## src/rtl/relu_maxpool_stream.sv

```systemverilog
// Streaming ReLU + non-overlapping max-pool over a raster-order, channel-interleaved feature map.
// Keeps one pooled row of running maxima per channel; each pooled element appears one cycle after its window's last input.
module relu_maxpool_stream #(
  parameter int Data_W  = 8,
  parameter int In_Dim  = 2,
  parameter int Ch      = 1,
  parameter int Pool    = 2,
  parameter int Relu_En = 1
) (
  input  logic              clk,
  input  logic              rst,
  input  logic              in_valid,
  input  logic [Data_W-1:0] in_data,
  output logic              out_valid,
  output logic [Data_W-1:0] out_data,
  output logic              out_frame_last
);

  localparam int OUT_P = In_Dim / Pool;
  localparam int BUF_N = (OUT_P * Ch > 0) ? OUT_P * Ch : 1;
  localparam int CH_W  = (Ch > 1) ? $clog2(Ch) : 1;
  localparam int DIM_W = $clog2(In_Dim + 1);
  localparam int WIN_W = (Pool > 1) ? $clog2(Pool) : 1;
  localparam int IDX_W = (BUF_N > 1) ? $clog2(BUF_N) : 1;

  localparam logic [CH_W-1:0]  CH_LAST  = CH_W'(Ch - 1);
  localparam logic [DIM_W-1:0] DIM_LAST = DIM_W'(In_Dim - 1);
  localparam logic [DIM_W-1:0] OUT_P_V  = DIM_W'(OUT_P);
  localparam logic [DIM_W-1:0] P_LAST   = DIM_W'(OUT_P - 1);
  localparam logic [WIN_W-1:0] WIN_LAST = WIN_W'(Pool - 1);

  // Raster position plus its decomposition into pooled index and offset within the window,
  // tracked incrementally so no divider is needed.
  logic [CH_W-1:0]  ch_q,   ch_d;
  logic [DIM_W-1:0] col_q,  col_d;
  logic [DIM_W-1:0] row_q,  row_d;
  logic [WIN_W-1:0] cwin_q, cwin_d;
  logic [WIN_W-1:0] rwin_q, rwin_d;
  logic [DIM_W-1:0] pcol_q, pcol_d;
  logic [DIM_W-1:0] prow_q, prow_d;

  logic              out_valid_q, out_valid_d;
  logic [Data_W-1:0] out_data_q,  out_data_d;
  logic              out_last_q,  out_last_d;

  logic signed [Data_W-1:0] buf_q [BUF_N];

  logic [IDX_W-1:0]         idx;
  logic                     in_win;
  logic                     first_el;
  logic                     last_el;
  logic signed [Data_W-1:0] v_s;
  logic signed [Data_W-1:0] entry_s;
  logic signed [Data_W-1:0] max_s;
  logic signed [Data_W-1:0] pooled_s;

  assign idx      = IDX_W'(int'(pcol_q) * Ch + int'(ch_q));
  assign in_win   = (pcol_q < OUT_P_V) && (prow_q < OUT_P_V);
  assign first_el = (cwin_q == '0) && (rwin_q == '0);
  assign last_el  = (cwin_q == WIN_LAST) && (rwin_q == WIN_LAST);

  always_comb begin
    v_s      = $signed(in_data);
    if ((Relu_En != 0) && in_data[Data_W-1]) begin
      v_s = '0;
    end
    entry_s  = buf_q[idx];
    max_s    = (entry_s > v_s) ? entry_s : v_s;
    pooled_s = first_el ? v_s : max_s;
  end

  always_comb begin
    ch_d   = ch_q;
    col_d  = col_q;
    row_d  = row_q;
    cwin_d = cwin_q;
    rwin_d = rwin_q;
    pcol_d = pcol_q;
    prow_d = prow_q;
    if (in_valid) begin
      if (ch_q == CH_LAST) begin
        ch_d = '0;
        if (col_q == DIM_LAST) begin
          col_d  = '0;
          cwin_d = '0;
          pcol_d = '0;
          if (row_q == DIM_LAST) begin
            row_d  = '0;
            rwin_d = '0;
            prow_d = '0;
          end else begin
            row_d = row_q + 1'b1;
            if (rwin_q == WIN_LAST) begin
              rwin_d = '0;
              prow_d = prow_q + 1'b1;
            end else begin
              rwin_d = rwin_q + 1'b1;
            end
          end
        end else begin
          col_d = col_q + 1'b1;
          if (cwin_q == WIN_LAST) begin
            cwin_d = '0;
            pcol_d = pcol_q + 1'b1;
          end else begin
            cwin_d = cwin_q + 1'b1;
          end
        end
      end else begin
        ch_d = ch_q + 1'b1;
      end
    end
  end

  always_comb begin
    out_valid_d = in_valid && in_win && last_el;
    out_data_d  = out_data_q;
    out_last_d  = 1'b0;
    if (out_valid_d) begin
      out_data_d = pooled_s;
      out_last_d = (ch_q == CH_LAST) && (pcol_q == P_LAST) && (prow_q == P_LAST);
    end
  end

  always_ff @(posedge clk) begin
    if (rst) begin
      ch_q        <= '0;
      col_q       <= '0;
      row_q       <= '0;
      cwin_q      <= '0;
      rwin_q      <= '0;
      pcol_q      <= '0;
      prow_q      <= '0;
      out_valid_q <= 1'b0;
      out_data_q  <= '0;
      out_last_q  <= 1'b0;
    end else begin
      ch_q        <= ch_d;
      col_q       <= col_d;
      row_q       <= row_d;
      cwin_q      <= cwin_d;
      rwin_q      <= rwin_d;
      pcol_q      <= pcol_d;
      prow_q      <= prow_d;
      out_valid_q <= out_valid_d;
      out_data_q  <= out_data_d;
      out_last_q  <= out_last_d;
    end
  end

  // No reset needed: the first element of every window overwrites its entry.
  always_ff @(posedge clk) begin
    if (!rst && in_valid && in_win) begin
      buf_q[idx] <= pooled_s;
    end
  end

  assign out_valid      = out_valid_q;
  assign out_data       = out_data_q;
  assign out_frame_last = out_last_q;

endmodule
```

## config.mk

```make
export PLATFORM = sky130hd
export DESIGN_NAME = relu_maxpool_stream
export DESIGN_NICKNAME = d
export VERILOG_FILES = /design/src/rtl/relu_maxpool_stream.sv
export SDC_FILE = /design/constraint.sdc
export NUM_CORES = 1
export LEC_CHECK = 0
export CORE_UTILIZATION = 59
export CTS_BUF_LIST = sky130_fd_sc_hd__clkbuf_8
export DETAILED_ROUTE_END_ITERATION = 10
export PLACE_DENSITY = 0.86
export RECOVER_POWER = 25
export SLEW_MARGIN = 20
export SYNTH_ARGS = -nofsm -noshare
export SYNTH_HDL_FRONTEND = slang
export SYNTH_SLANG_ARGS = --single-unit
```

## constraint.sdc

```tcl
create_clock -name clk -period 4.9 [get_ports clk]
set_input_delay 0.98 -clock clk [delete_from_list [all_inputs] [get_ports clk]]
set_output_delay 0.98 -clock clk [all_outputs]
set_load 0.05 [all_outputs]
```

* Yosys cells after proc, flatten, opt, wreduce, memory -nomap -nowiden *
Memories as Yosys holds them, arrays and structs flattened.
Cells that the tools add are included.

operators by class
  add/subtract/negate cells = 7
  $lt $le $gt $ge = 3
  equal/unequal tests = 2
  muxes and demuxes = 16
  bitwise gates (word level) = 4
  reductions and logical operators = 19

operator list
  operator                                                    number
  two-way mux 8 bit                                           2
  two-way mux 2 bit                                           6
  logical AND 1 bit                                           9
  adder 2 x 1 -> 2 bit, second input constant                 4
  > comparator 8 bit                                          1
  two-way mux 1 bit                                           7
  two-way mux 7 bit                                           1
  AND reduction 3 bit                                         2
  == test 2 x 1 -> 1 bit, second input constant               2
  zero test 2 bit                                             2
  less-than comparator 2 x 1 -> 1 bit, second input constant  2
  inverter 1 bit                                              4
  AND reduction 4 bit                                         1
  nonzero test 2 bit                                          2
  adder 1 bit, second input constant                          3
  AND reduction 2 bit                                         1
  OR reduction 2 bit                                          1
  zero test 1 bit                                             1

storage, ports and cells
  register bits = 21
  RAM bits = 8
  logic and storage cells = 62
  memories = 1

memories
  name   depth  bits a word  rd ports  clocked after Yosys merged registers in  wr ports  line  RTL
  buf_q  1      8            1         0                                        1         46    logic signed [Data_W-1:0] buf_q [BUF_N];

* Depth between registers and ports, before layout *
  depth in word-level cells = 6
  depth in mapped cells = 8

* Worst setup path after synthesis *
Ideal clock, no wire load.

  path type = input -> register
  start = in in_data[7]
  end = reg out_data_q[0], in the netlist out_data[0]
  arrival = 2.757 ns
  data required time = 4.778 ns
  setup slack = 2.021 ns
  stages = 7
  cell sequence = nand2b_1 > ha_1 > and4_1 > a211o_1 > a31oi_2 > mux2_2 > o31a_2

between the ends
  cells in the longest elaborated chain, start to end = 4

RTL lines
  what                  line  RTL
  start, declared       13    input logic [Data_W-1:0] in_data,
  two-way mux 7 bit *   64    if ((Relu_En != 0) && in_data[Data_W-1]) begin
  > comparator 8 bit    68    max_s = (entry_s > v_s) ? entry_s : v_s;
  two-way mux 8 bit     68
  two-way mux 8 bit *   69    pooled_s = first_el ? v_s : max_s;
  via pooled_s[0]       55    logic signed [Data_W-1:0] pooled_s;
  end signal, assigned  146   out_data_q <= out_data_d;
  end, declared         43    logic [Data_W-1:0] out_data_q, out_data_d;

Mark *: on every way through the listed nets, which the timed path passes. The rest lies on a longest branch.
A chain may end at the register's enable or synchronous reset.

* Worst setup path after layout *
Ends and elaborated chain as after synthesis.

==> results.toml <==
[run_status]
status = "complete, no violations"

[global_routing]
antenna_found_initial = 0
grt_remaining_overflow = 0
grt_usage = 0.248
first_global_vias = 1060
grt_max_degree = 21
grt_pass1_wl_um = 4660

[cts]
cts_buffer_depth = 2
insertion_delay_ns = 0.27
ctsHoldBuffers = 0
path_clk_slew_ns = 0.10
clockRootBuffer = "clkbuf_8"
cts-resized-gates = 0
cts_tree = "yes"
cts_sinks = 28
numCtsBuffers = 3
h-tree-depth = 1
postCtsSetupBuffers = 0

[drt]
wl_met3_um = 68
totalWireLength_um = 2760
wl_per_cell_um = 14.7
postRouteAntennaNets = 0
drt-met1-wl_um = 1300
vias = 1026
dr.pass1.iters = 4
viasPerCell = 5.46
topRoutingLayerUsed = "met4"
drc = 0
met2_length_um = 1360
drt-initial-drc-count = 29

[cells_and_area]
final_common_cell = "dfxtp_1"
insertedDiodeCount = 0
final_cell_mix = "dfxtp_1, clkdlybuf4s50_1, nand2_1"
layout.cells.non_filler = 188
area_growth_pct = 20.5
final_cell_area_um2 = 1650
nNetsFinal = 182
drive_above_1_share = 0.125

[floorplan]
rows = 17
io_pins = 21
core-area_um2 = 2190
dieArea_um2 = 2520
initial_core_util = 0.625
die_h_um = 50.2
die_x_um = 50.2

[sta]
min_period_over_period = 0.722
max_freq_mhz = 283
hold_viol = 0
min_period_ns = 3.54
hold_ws_ns = 0.459
grt_setup_unrepaired = "false"
slew_violations = 0
finalSetupTns_ns = 0
final.setup_skew_ns = 0.00161
worstMarginPinSlew_ns = 0.847
slew-limit-headroom = 0.433
finalSetupViolCount = 0

[setup_path]
critPathRequiredTime_ns = 5.07
reg2reg_slack_ns = 2.34
start_kind = "primary input"
end_kind = "flop"
setup.worst_path.class = "primary input to flop"
worstPathArrival_ns = 3.71
critPathMaxFanout = 13

[yosys]
synth_ff_type = "dfxtp_1"
syn_nets = 162
synth_seq_cells = 28
async_reset_ff_frac = 0
syn_inst = 141
syn_area_um2 = 1370
avgSynthCellArea_um2 = 9.72
synth_edf_count = 8
seq_area_frac_synth = 0.468
ys_types = 34
ys_warn_count = 0

[placement]
dp_cells = 184
hpwlAfterDp_um = 1910
gp_congestion = 0.735
dpl_cell_area_um2 = 1580
io_buffers = 20

[worst_hold_path]
hold_class = "flop to flop"

[job]
cap_violations = 0

[power]
ir_drop_mv = 0.205
p_per_area_nw_per_um2 = 302
leakage_nw = 0.610
==> power by group <==
part,switching [mW],internal (mW),leakage (nW),total [mW]
Clock,0.0725,0.109,0.0357,0.182
Combinational,0.0350,0.0277,0.336,0.0627
Sequential,0.00706,0.247,0.238,0.254
Total,0.115,0.385,0.610,0.499
==> cell usage after synthesis, types with 3 or more instances <==
cell / n / area (um2)
ha_1: 10 / 125
nand2b_1: 8 / 50.1
a21oi_1: 6 / 30.0
inv_1: 7 / 26.3
nand3_1: 3 / 15.0
nor3_1: 3 / 15.0
nor2_1: 17 / 63.8
a311oi_2: 6 / 90.1
dfxtp_1: 20 / 400
nand2_1: 17 / 63.8
or2_2: 6 / 37.5
nor2b_1: 3 / 18.8
edfxtp_1: 8 / 240
==> per-stage QoR <==
stage	power [mW]	utilization	setup WS [ns]
floorplan	0.301	-	2.02
global placement	0.316	0.720	1.18
detailed placement	0.320	0.720	1.08
CTS	0.500	0.752	1.38
global route	0.516	0.753	1.20
finish	0.499	0.753	1.36
==> cell type report <==
cell class              count  area, um2
multi-input cells         101        677
flip-flops and latches     28        641
fillers                   158        541
repair buffers             20        200
clock buffers               3       41.3
well taps                  28       35.0
clock inverters             1       30.0
inverters                   7       26.3
==> logic make-up (layout without fill, tap and decap cells) <==
group                    after synthesis  after routing  synth area share
adder cells (fa/ha/maj)               10             10            0.0913
flip-flops                            28             28             0.468
AO/OA/AOI/OAI                         23             23             0.149
XOR/XNOR                               2              2            0.0128
other                                  1              1           0.00274
buffers and inverters                 12             31            0.0402
multiplexers                           1              1           0.00822
AND/OR/NAND/NOR                       64             64             0.228
==> per-layer routing <==
metal / GRT usage / vias to the layer above
met1: 0.311 / 475
li1: - / 527
met2: 0.427 / 22
met5: 0 / -
met4: 0.114 / 0
met3: 0.0212 / 2
==> state kept, by name, indices dropped and copies added (netlist names) <==
name / flops
prow_q: 2
rwin_q: 1
buf_q: 8
out_valid: 1
cwin_q: 1
out_data: 8
out_frame_last: 1
pcol_q: 2
col_q: 2
row_q: 2
==> critical path, stage by stage <==
cell and delay, ns:
clkdlybuf4s50_1 0.57, and2b_1 0.22, ha_1 0.27, and3_1 0.16, a211o_1 0.30, a31oi_2 0.46, mux2_2 0.41, o31a_2 0.34
==> worst paths after layout <==
check / to / depth (start not counted) / startpoint
setup reg to reg: out_data[0] / 6 / buf_q[0][3]
setup / recovery: out_data[0] / 8 / in_data[7]
hold reg to reg: col_q[1] / 2 / col_q[1]
hold / removal: col_q[1] / 2 / col_q[1]
(Power assumes the default switching activity.)
